$ cat src/rtl/rr_dispatcher.sv
// Round-robin 1->N work dispatcher with a one-item output register.
// Rotating one-hot priority skips consumers whose dest_en bit is clear.
module rr_dispatcher #(
    parameter int N  = 4,
    parameter int DW = 8
) (
    input  logic          clk,
    input  logic          rst_n,
    input  logic          enable,
    input  logic [N-1:0]  dest_en,
    input  logic          in_valid,
    input  logic [DW-1:0] in_data,
    output logic          in_ready,
    output logic [N-1:0]  out_valid,
    output logic [DW-1:0] out_data,
    input  logic [N-1:0]  out_ready,
    output logic          busy
);

    typedef enum logic {IDLE, HOLD} state_e;

    state_e        state_q;
    logic [N-1:0]  ptr_q;
    logic [N-1:0]  ptr_d;
    logic [N-1:0]  out_valid_q;
    logic [DW-1:0] out_data_q;

    logic [N-1:0]  mask;
    logic [N-1:0]  masked;
    logic [N-1:0]  sel_m;
    logic [N-1:0]  sel_u;
    logic [N-1:0]  sel;
    logic          out_fire;
    logic          accept;

    // Bits at or above ptr first; fall back to lowest enabled bit on wrap.
    assign mask   = ~(ptr_q - N'(1));
    assign masked = dest_en & mask;
    assign sel_m  = masked & (~masked + N'(1));
    assign sel_u  = dest_en & (~dest_en + N'(1));
    assign sel    = (|masked) ? sel_m : sel_u;
    assign ptr_d  = {sel[N-2:0], sel[N-1]};

    assign out_fire = |(out_valid_q & out_ready);
    assign in_ready = rst_n & enable & (|dest_en)
                    & ((state_q == IDLE) | out_fire);
    assign accept   = in_valid & in_ready;

    always_ff @(posedge clk) begin
        if (!rst_n) begin
            state_q     <= IDLE;
            ptr_q       <= N'(1);
            out_valid_q <= '0;
            out_data_q  <= '0;
        end else if (accept) begin
            state_q     <= HOLD;
            ptr_q       <= ptr_d;
            out_valid_q <= sel;
            out_data_q  <= in_data;
        end else begin
            if (out_fire) begin
                state_q     <= IDLE;
                out_valid_q <= '0;
            end
            if (!enable && state_q == IDLE) begin
                ptr_q <= N'(1);
            end
        end
    end

    assign out_valid = out_valid_q;
    assign out_data  = out_data_q;
    assign busy      = (state_q == HOLD);

endmodule

$ cat config.mk
export PLATFORM = sky130hd
export DESIGN_NAME = rr_dispatcher
export DESIGN_NICKNAME = d
export VERILOG_FILES = /design/src/rtl/rr_dispatcher.sv
export SDC_FILE = /design/constraint.sdc
export NUM_CORES = 1
export LEC_CHECK = 0
export BUFFER_PORTS_ARGS = -buffer_cell sky130_fd_sc_hd__buf_2
export CELL_PAD_IN_SITES_DETAIL_PLACEMENT = 1
export CELL_PAD_IN_SITES_GLOBAL_PLACEMENT = 1
export CORE_ASPECT_RATIO = 1.1
export CORE_MARGIN = 1
export CORE_UTILIZATION = 36
export DETAILED_ROUTE_END_ITERATION = 7
export GPL_ROUTABILITY_DRIVEN = 0
export PLACE_DENSITY = 0.86
export SETUP_SLACK_MARGIN = 0.5
export SLEW_MARGIN = 25
export SYNTH_ARGS = -nofsm -noshare
export SYNTH_HDL_FRONTEND = slang
export SYNTH_SLANG_ARGS = --single-unit
$ cat constraint.sdc
create_clock -name clk -period 3.3 [get_ports clk]
set_input_delay 0 -clock clk [delete_from_list [all_inputs] [get_ports clk]]
set_output_delay 0 -clock clk [all_outputs]
set_load 0.005 [all_outputs]
**After elaboration in Yosys (flattened, before gate mapping)**

Index checks and enable logic that the tools add are counted.

- Flip-flop bits (word level): 17
- Input bits: 20
- Output and inout port bits: 14
- Word-level logic and storage cells: 34

- Add/sub/neg operators: 3
- Multiplexer cells: 7
- Bitwise gates (word level): 13
- Reduce and logical (&&, ||, !) cells: 7

Operator list:

| kind | number |
|---|---|
| $mux 4 | 5 |
| $and 4x4->4 | 4 |
| $not 4->4 | 3 |
| $reduce_or 4->1 | 3 |
| $add 4x1->4 const B | 2 |
| $and 1x1->1 | 4 |
| $reduce_bool 2->1 | 2 |
| $sub 4x1->4 const B | 1 |
| $mux 1 | 2 |
| $logic_and 1x1->1 | 1 |
| $logic_not 1->1 | 1 |
| $not 1->1 | 1 |
| $or 1x1->1 | 1 |

**Logic depth before layout (Yosys ltp)**

Gate-level depths: netlist of run 1.

- Depth in word-level cells: 8
- Gate-level depth with buffers: 6

**Worst setup path after synthesis of run 1**

Ideal clock, no wire load.

- Path kind: register to register
- From: register ptr_q[0]
- To: register out_valid_q[3] (netlist: out_valid[3])
- Library setup time: 70 ps
- Arrival time: 1,590 ps
- Path slack: 1,641 ps
- Cell stages (with the launch flop): 7
- Buffers on the path: 0
- Path through: dfxtp_1 inv_1 ha_1 a22oi_1 nand2_1 or4b_1 a21boi_1

- Word-level cells in the longest chain between the ends: 8
- Elaborated cells between the ends (all ways): 9
- Classes of those cells: add/sub (2); mux (2); bitwise (4); reduce/logical (1)

Ends and longest elaborated chain:

| what | RTL line | RTL |
|---|---|---|
| start: declaration | 23 | `logic [N-1:0] ptr_q;` |
| start signal: assignment | 57 | `ptr_q <= ptr_d;` |
| $sub 4x1->4 * | 37 | `assign mask = ~(ptr_q - N'(1));` |
| $not 4->4 * | 37 |  |
| $and 4x4->4 * | 38 | `assign masked = dest_en & mask;` |
| $not 4->4 | 39 | `assign sel_m = masked & (~masked + N'(1));` |
| $add 4x1->4 | 39 |  |
| $and 4x4->4 | 39 |  |
| $mux 4 * | 41 | `assign sel = (\|masked) ? sel_m : sel_u;` |
| $mux 4 * | 55 | `end else if (accept) begin` |
| end signal: assignment | 58 | `out_valid_q <= sel;` |
| end: declaration | 25 | `logic [N-1:0] out_valid_q;` |

Mark *: on every way between the ends. The rest lies on a longest branch, timed or not.
A chain may end at the register's enable or synchronous reset.

**Worst setup path in the final report of run 1**

- From: register out_valid_q[1] (netlist: out_valid[1])
- To: register out_valid_q[3] (netlist: out_valid[3])

- Word-level cells in the longest chain between the ends: 6
- Elaborated cells between the ends (all ways): 7
- Classes of those cells: mux (1); bitwise (4); reduce/logical (2)

Ends and longest elaborated chain:

| what | RTL line | RTL |
|---|---|---|
| $and 4x4->4 * | 44 | `assign out_fire = \|(out_valid_q & out_ready);` |
| $reduce_or 4->1 * | 44 |  |
| $or 1x1->1 | 46 | `& ((state_q == IDLE) \| out_fire);` |
| $and 1x1->1 | 46 |  |
| $and 1x1->1 | 47 | `assign accept = in_valid & in_ready;` |
| $mux 4 or $reduce_bool 2->1 (tied branches) | - |  |

Marked as above.

==> summary.md, run 1 <==
| Metric | Value |
|---|---|
| Critical Path Max Stage Delay | 0.86 ns |
| Clk Latency, worst-skew pair | 0.31 ns |
| Top_reg_cell synth | dfxtp_1 |
| DRT met1 WL | 1080 µm |
| Avg WL per Cell | 15.5 µm |
| Hpwl dp | 1730 µm |
| Area leader, netlist | dfxtp_1 |
| Setup Skew | 0.0164 ns |
| Synth area leaders | dfxtp_1, mux2i_1, nor2b_1, a311oi_4, inv_1 |
| Status | finished, final reports clean |
| Row cnt | 18 |
| Syn-to-layout area delta | 35.3% |
| Die width | 48.3 µm |
| PortBufs | 33 |
| DR WL met2 | 1260 µm |
| Hold Crit Class | in -> reg |
| Worst path slowest cell | a311oi_4 |
| Leakage power figure | 0.475 nW |
| Worst-margin pin slew | 0.915 ns |
| Final Cycle Share | 62.6% |
| Post-synth top area share | 40.1% |
| Syn Std Cell Area | 848 µm² |
| Core Area | 2230 µm² |
| Buf+Inv Stages, Crit Path | 0 |
| # nets final | 154 |
| Total global routing overflow | 0 |
| RSZ-0062 raised after global routing | no |
| Slew HR | 39.0% |
| Kind of critical path | reg -> reg |
| Antenna violations before repair | 0 |
| Startpoint types | flop |
| Chip Height | 52.9 µm |
| Post-route cell area | 1150 µm² |
| Post-DP Area | 1040 µm² |
| CTS Buffer Depth | 2 |
| Unique masters post-synth | 36 |
| Peak VDD IR | 260 µV |
| DR pass1 iterations | 4 |
| Max-slew violations | 0 |
| Most common cell in the netlist | dfxtp_1 |
| CTS tree | built |
| Met3 routed WL | 147 µm |
| CTS resizes | 0 |
| TNS Setup | 0 ns |
| Post-DRT Antenna Nets | 0 |
| Worst EP required | 3.55 ns |
| Highest routed layer | met4 |
| Via/cell ratio | 5.30 |
| Family with the most delay on the worst path | compound AO/OA/AOI/OAI gates |
| Fraction of registers with async set/reset | 0% |
| Synthesized flop and latch total | 17 |
| First-pass GRT wire length | 3800 µm |
| Worst-path cell chain | a22oi_1 > a311oi_4 > or4b_1 > a21boi_1 |
| Setup crit end kind | flop |
| Clock Sink Count | 17 |
| Worst-path clk slew | 0.11 ns |
| Max Fclk | 0.484 GHz |
| Synth Area per Inst | 9.53 µm² |
| Residual DRC | 0 |
| Syn Inst Count | 89 |
| Seq/Total Area, Yosys | 40.1% |
| Warnings, synthesis | 0 |
| Vias in the first global route | 820 |
| Root Driver | clkbuf_4 |
| Tmin final | 2.07 ns |
| Setup-failing EPs final | 0 |
| Crit path DAT | 2.32 ns |
| Initial core utilization | 38.0% |
| Die area | 2550 µm² |
| Overall Power | 408 µW |
| I/O pins | 34 |
| CP Max Fanout | 16 |
| Largest net degree at the start of global routing | 18 |
| Share of cells above drive strength 1 | 30.3% |
| Gr usage total | 21.6% |
| Routed vias | 859 |
| Pwr Density | 356 nW/µm² |
| Final hold violation count | 0 |
| Post-synth EDFFs | 0 |
| Max_cap viols | 0 |
| Mapped Nets | 110 |
| DRT iter0 DRCs | 9 |
| Commonest cells post-synth | dfxtp_1, mux2i_1, nor2b_1, inv_1, nand2_1 |
| TritonCTS buffer count | 3 |
| Final Routed Wirelength | 2520 µm |
| Htree depth | 1 |
| # diodes | 0 |
-- cell type report --
type / instances / area (µm²)
Fill cell: 259 / 1080
Multi-Input combinational cell: 63 / 470
Sequential cell: 17 / 340
Timing Repair Buffer: 41 / 245
Tap cell: 30 / 37.5
Inverter: 7 / 26.3
Clock buffer: 3 / 22.5
Clock inverter: 1 / 5.00
-- stage by stage --
| step | hold WS (ns) | util, % | instances | setup slack [ns] |
|---|---|---|---|---|
| floorplan | 0.123 | - | 89 | 1.64 |
| global placement | 0.259 | 46.6 | 150 | 1.35 |
| detailed placement | 0.270 | 46.6 | 150 | 1.29 |
| CTS | 0.0224 | 51.5 | 162 | 1.23 |
| global route | 0.0313 | 51.5 | 162 | 1.09 |
| finish | 0.0301 | 51.5 | 162 | 1.23 |
-- repair_timing --
action	4_1_cts	5_1_grt
buffers inserted	0	0
hold buffers	8	0
hold endpoints to repair	8	0
-- final timing paths --
| path | from | end | slack [ns] | depth (start not counted) |
|---|---|---|---|---|
| setup / recovery | out_valid[1] | out_valid[3] | 1.23 | 4 |
| hold / removal | rst_n | ptr_q[0] | 0.03 | 2 |
| setup reg to reg | out_valid[1] | out_valid[3] | 1.23 | 4 |
| hold reg to reg | out_valid[0] | out_valid[0] | 0.50 | 2 |
-- report_power, final --
part / switching (mW) / leakage, nW / internal [mW]
registers: 0.00591 / 0.138 / 0.212
clock network: 0.0704 / 0.0177 / 0.0453
logic: 0.0380 / 0.319 / 0.0367
total: 0.114 / 0.475 / 0.294
-- layout by cell type, fill, tap and decap left out, drive strengths merged, types with 2 or more instances in the layout --
master,synthesis,final
buf,1,33
dfxtp,17,17
mux2i,8,8
nor2b,8,8
dlygate4sd3,0,8
inv,7,7
nand2,5,5
o21ai,4,4
a22oi,3,3
clkbuf,1,3
a21boi,3,3
and3,2,2
a31oi,2,2
and2,2,2
o22ai,2,2
nor3,2,2
a21oi,2,2
o32ai,2,2
-- routing by layer --
layer	track usage, %	vias up
met5	0	-
met4	6.94	0
met3	6.14	3
met2	34.7	32
met1	26.9	407
li1	-	417
-- cells by family after synthesis --
logic type	count (synthesis)	synth area share [%]
AND/OR/NAND/NOR	27	18.9
AO/OA/AOI/OAI	26	24.6
flip-flops	17	40.1
buffers and inverters	9	4.43
multiplexers	8	9.44
XOR/XNOR	1	1.03
adder cells (fa/ha/maj)	1	1.47
-- state kept, by name, summed over array words and instances (netlist names) --
register   cells
out_valid      4
busy           1
out_data       8
ptr_q          4
Note: power is estimated with default switching activity, not from simulation.
==> run 2, diff against run 1 <==
--- a/config.mk
+++ b/config.mk
@@ -10,10 +10,10 @@
 export CELL_PAD_IN_SITES_GLOBAL_PLACEMENT = 1
 export CORE_ASPECT_RATIO = 1.1
 export CORE_MARGIN = 1
-export CORE_UTILIZATION = 36
+export CORE_UTILIZATION = 34
 export DETAILED_ROUTE_END_ITERATION = 7
 export GPL_ROUTABILITY_DRIVEN = 0
-export PLACE_DENSITY = 0.86
+export PLACE_DENSITY = 0.82
 export SETUP_SLACK_MARGIN = 0.5
 export SLEW_MARGIN = 25
 export SYNTH_ARGS = -nofsm -noshare
==> constraint.sdc (replaced) <==
create_clock -name clk -period 1.9 [get_ports clk]
set_input_delay 0 -clock clk [delete_from_list [all_inputs] [get_ports clk]]
set_output_delay 0 -clock clk [all_outputs]
set_load 0.005 [all_outputs]
==> summary.md, run 2 (synthesized netlist as in run 1, its figures left out) <==
| Metric | Value |
|---|---|
| Hold Crit Class | in -> reg (unchanged) |
| Worst EP required | 2.14 ns (was 3.55 ns) |
| Worst-margin pin slew | 0.780 ns (was 0.915 ns) |
| Worst hold path startpoint | rst_n (unchanged) |
| Global routing's busiest layer | met2 (unchanged) |
| First-pass GRT wire length | 4110 µm (was 3800 µm) |
| FF-to-FF End | out_valid[3] (unchanged) |
| Status | finished, final reports clean (unchanged) |
| Syn-to-layout area delta | 59.4% (was 35.3%) |
| TritonCTS buffer count | 3 (unchanged) |
| Reg2reg setup slack | 0.30 ns (was 1.23 ns) |
| Final Cycle Share | 84.3% (was 62.6%) |
| Hpwl dp | 1800 µm (was 1730 µm) |
| Die width | 49.6 µm (was 48.3 µm) |
| Max_cap viols | 0 (unchanged) |
| # nets final | 166 (was 154) |
| Peak VDD IR | 520 µV (was 260 µV) |
| TNS Setup | 0 ns (unchanged) |
| R2R depth | 4 (unchanged) |
| Post-DP Area | 1080 µm² (was 1040 µm²) |
| Routed vias | 914 (was 859) |
| Post-DRT Antenna Nets | 0 (unchanged) |
| I/O pins | 34 (unchanged) |
| Tmin final | 1.60 ns (was 2.07 ns) |
| Slew HR | 47.3% (was 39.0%) |
| Via/cell ratio | 5.25 (was 5.30) |
| Worst Hold Endpoint | ptr_q[0] (unchanged) |
| Vias in the first global route | 892 (was 820) |
| Largest register FFs | 8 (unchanged) |
| Setup-failing EPs final | 0 (unchanged) |
| Setup crit end kind | flop (unchanged) |
| Gr usage total | 20.5% (was 21.6%) |
| Share of cells above drive strength 1 | 52.1% (was 30.3%) |
| Chip Height | 54.4 µm (was 52.9 µm) |
| Met3 GRT Util | 5.56% (was 6.14%) |
| Final hold violation count | 0 (unchanged) |
| Grt met2 use | 37.6% (was 34.7%) |
| Htree depth | 1 (unchanged) |
| Kind of critical path | reg -> reg (unchanged) |
| Max Fclk | 0.624 GHz (was 0.484 GHz) |
| Largest net degree at the start of global routing | 18 (unchanged) |
| Hold Crit Depth | 2 (unchanged) |
| Pwr Density | 558 nW/µm² (was 356 nW/µm²) |
| Most frequent cells in the layout | buf_2, dfxtp_1, buf_4 (was buf_2, dfxtp_1, mux2i_1, nor2b_1, dlygate4sd3_1) |
| Most common cell after layout, fill and taps aside | buf_2 (unchanged) |
| Final Routed Wirelength | 2680 µm (was 2520 µm) |
| Die area | 2700 µm² (was 2550 µm²) |
| Leakage power figure | 0.559 nW (was 0.475 nW) |
| Total global routing overflow | 0 (unchanged) |
| CTS tree | built (unchanged) |
| Residual DRC | 0 (unchanged) |
| Critical R2R Launch | out_valid[0] (was out_valid[1]) |
| Setup Skew | 0.00372 ns (was 0.0164 ns) |
| Startpoint types | flop (unchanged) |
| Clk Latency, worst-skew pair | 0.30 ns (was 0.31 ns) |
| # diodes | 0 (unchanged) |
| CP Max Fanout | 6 (was 16) |
| Core Area | 2300 µm² (was 2230 µm²) |
| Antenna violations before repair | 0 (unchanged) |
| DR pass1 iterations | 4 (unchanged) |
| Fillers | 266 (was 259) |
| Clock Sink Count | 17 (unchanged) |
| RSZ-0062 raised after global routing | yes (was no) |
| CTS Buffer Depth | 2 (unchanged) |
| Row cnt | 18 (unchanged) |
| Met1 Usage GRT | 22.4% (was 26.9%) |
| PortBufs | 33 (unchanged) |
| Worst-path clk slew | 0.10 ns (was 0.11 ns) |
| Max-slew violations | 0 (unchanged) |
| Avg WL per Cell | 15.4 µm (was 15.5 µm) |
| Root Driver | clkbuf_4 (unchanged) |
| Initial core utilization | 36.9% (was 38.0%) |
| Crit path DAT | 1.84 ns (was 2.32 ns) |
| Post-route cell area | 1350 µm² (was 1150 µm²) |
| DRT iter0 DRCs | 8 (was 9) |
[run 2: cell count changes in the layout (fill, tap and decap cells not counted), moves of 3 or more]
cell     delta
buf_4      +10
dfxtp_1     -6
a22oi_1     -3
dfxtp_2     +4
a22oi_2     +3
[run 2: layout make-up]
type	instances	area, µm²	share of cell area (%)
inverters	7	28.8	2.13
well taps	30	37.5	2.78
repair buffers	53	343	25.3
flip-flops and latches	17	353	26.1
clock buffers	4	26.3	1.94
multi-input cells	63	564	41.7
[run 2: report_power, final]
group	internal [mW]	switching (mW)	leakage, nW
registers	0.368	0.0120	0.141
logic	0.0897	0.0783	0.404
clock network	0.0821	0.125	0.0150
[run 2: how the worst max path moves through the flow]
stage | slack (ns) | cells after the start | end | start
6_report | 0.30 | 4 | out_valid[3] | out_valid[0]
5_1_grt | 0.21 | 4 | out_valid[3] | out_valid[0]
4_1_cts | 0.29 | 6 | out_valid[3] | ptr_q[1]
3_5_place_dp | 0.22 | 4 | out_valid[3] | ptr_q[0]
3_3_place_gp | 0.34 | 6 | out_valid[3] | ptr_q[0]
2_1_floorplan | 0.39 | 4 | out_valid[3] | out_valid[0]
[run 2: per-stage QoR]
step	worst slack [ns]	hold slack [ns]	cells	total power [mW]	util, %
4_1_cts	0.286	0.0225	171	0.747	55.6
6_report	0.298	0.0158	174	0.755	58.9
2_1_floorplan	0.393	0.123	89	0.452	-
3_3_place_gp	0.343	0.257	151	0.502	46.9
3_5_place_dp	0.218	0.268	151	0.508	46.9
5_1_grt	0.206	0.0317	174	0.793	58.9
[run 2: timing repair]
item | 4_1_cts | 5_1_grt
gates cloned | 1 | 0
setup buffers | 7 | 3
resized for setup | 14 | 13
hold buffers | 8 | 0
pin swaps | 9 | 11
hold endpoints to repair | 8 | 0
endpoints found under the setup margin | 17 | 17
[run 2: layer usage]
| layer | part of all wire, % | routed length, µm |
|---|---|---|
| met1 | 42 | 1120 |
| met2 | 50 | 1350 |
| met3 | 5.4 | 145 |
| met4 | 2.2 | 59 |
| met5 | 0 | 0 |
[run 2: critical path, stage by stage, from the launching register on]
cell,delay [ns]
dfxtp_2,0.37
a22oi_2,0.11
a311oi_4,0.45
or4b_1,0.48
a21boi_1,0.13
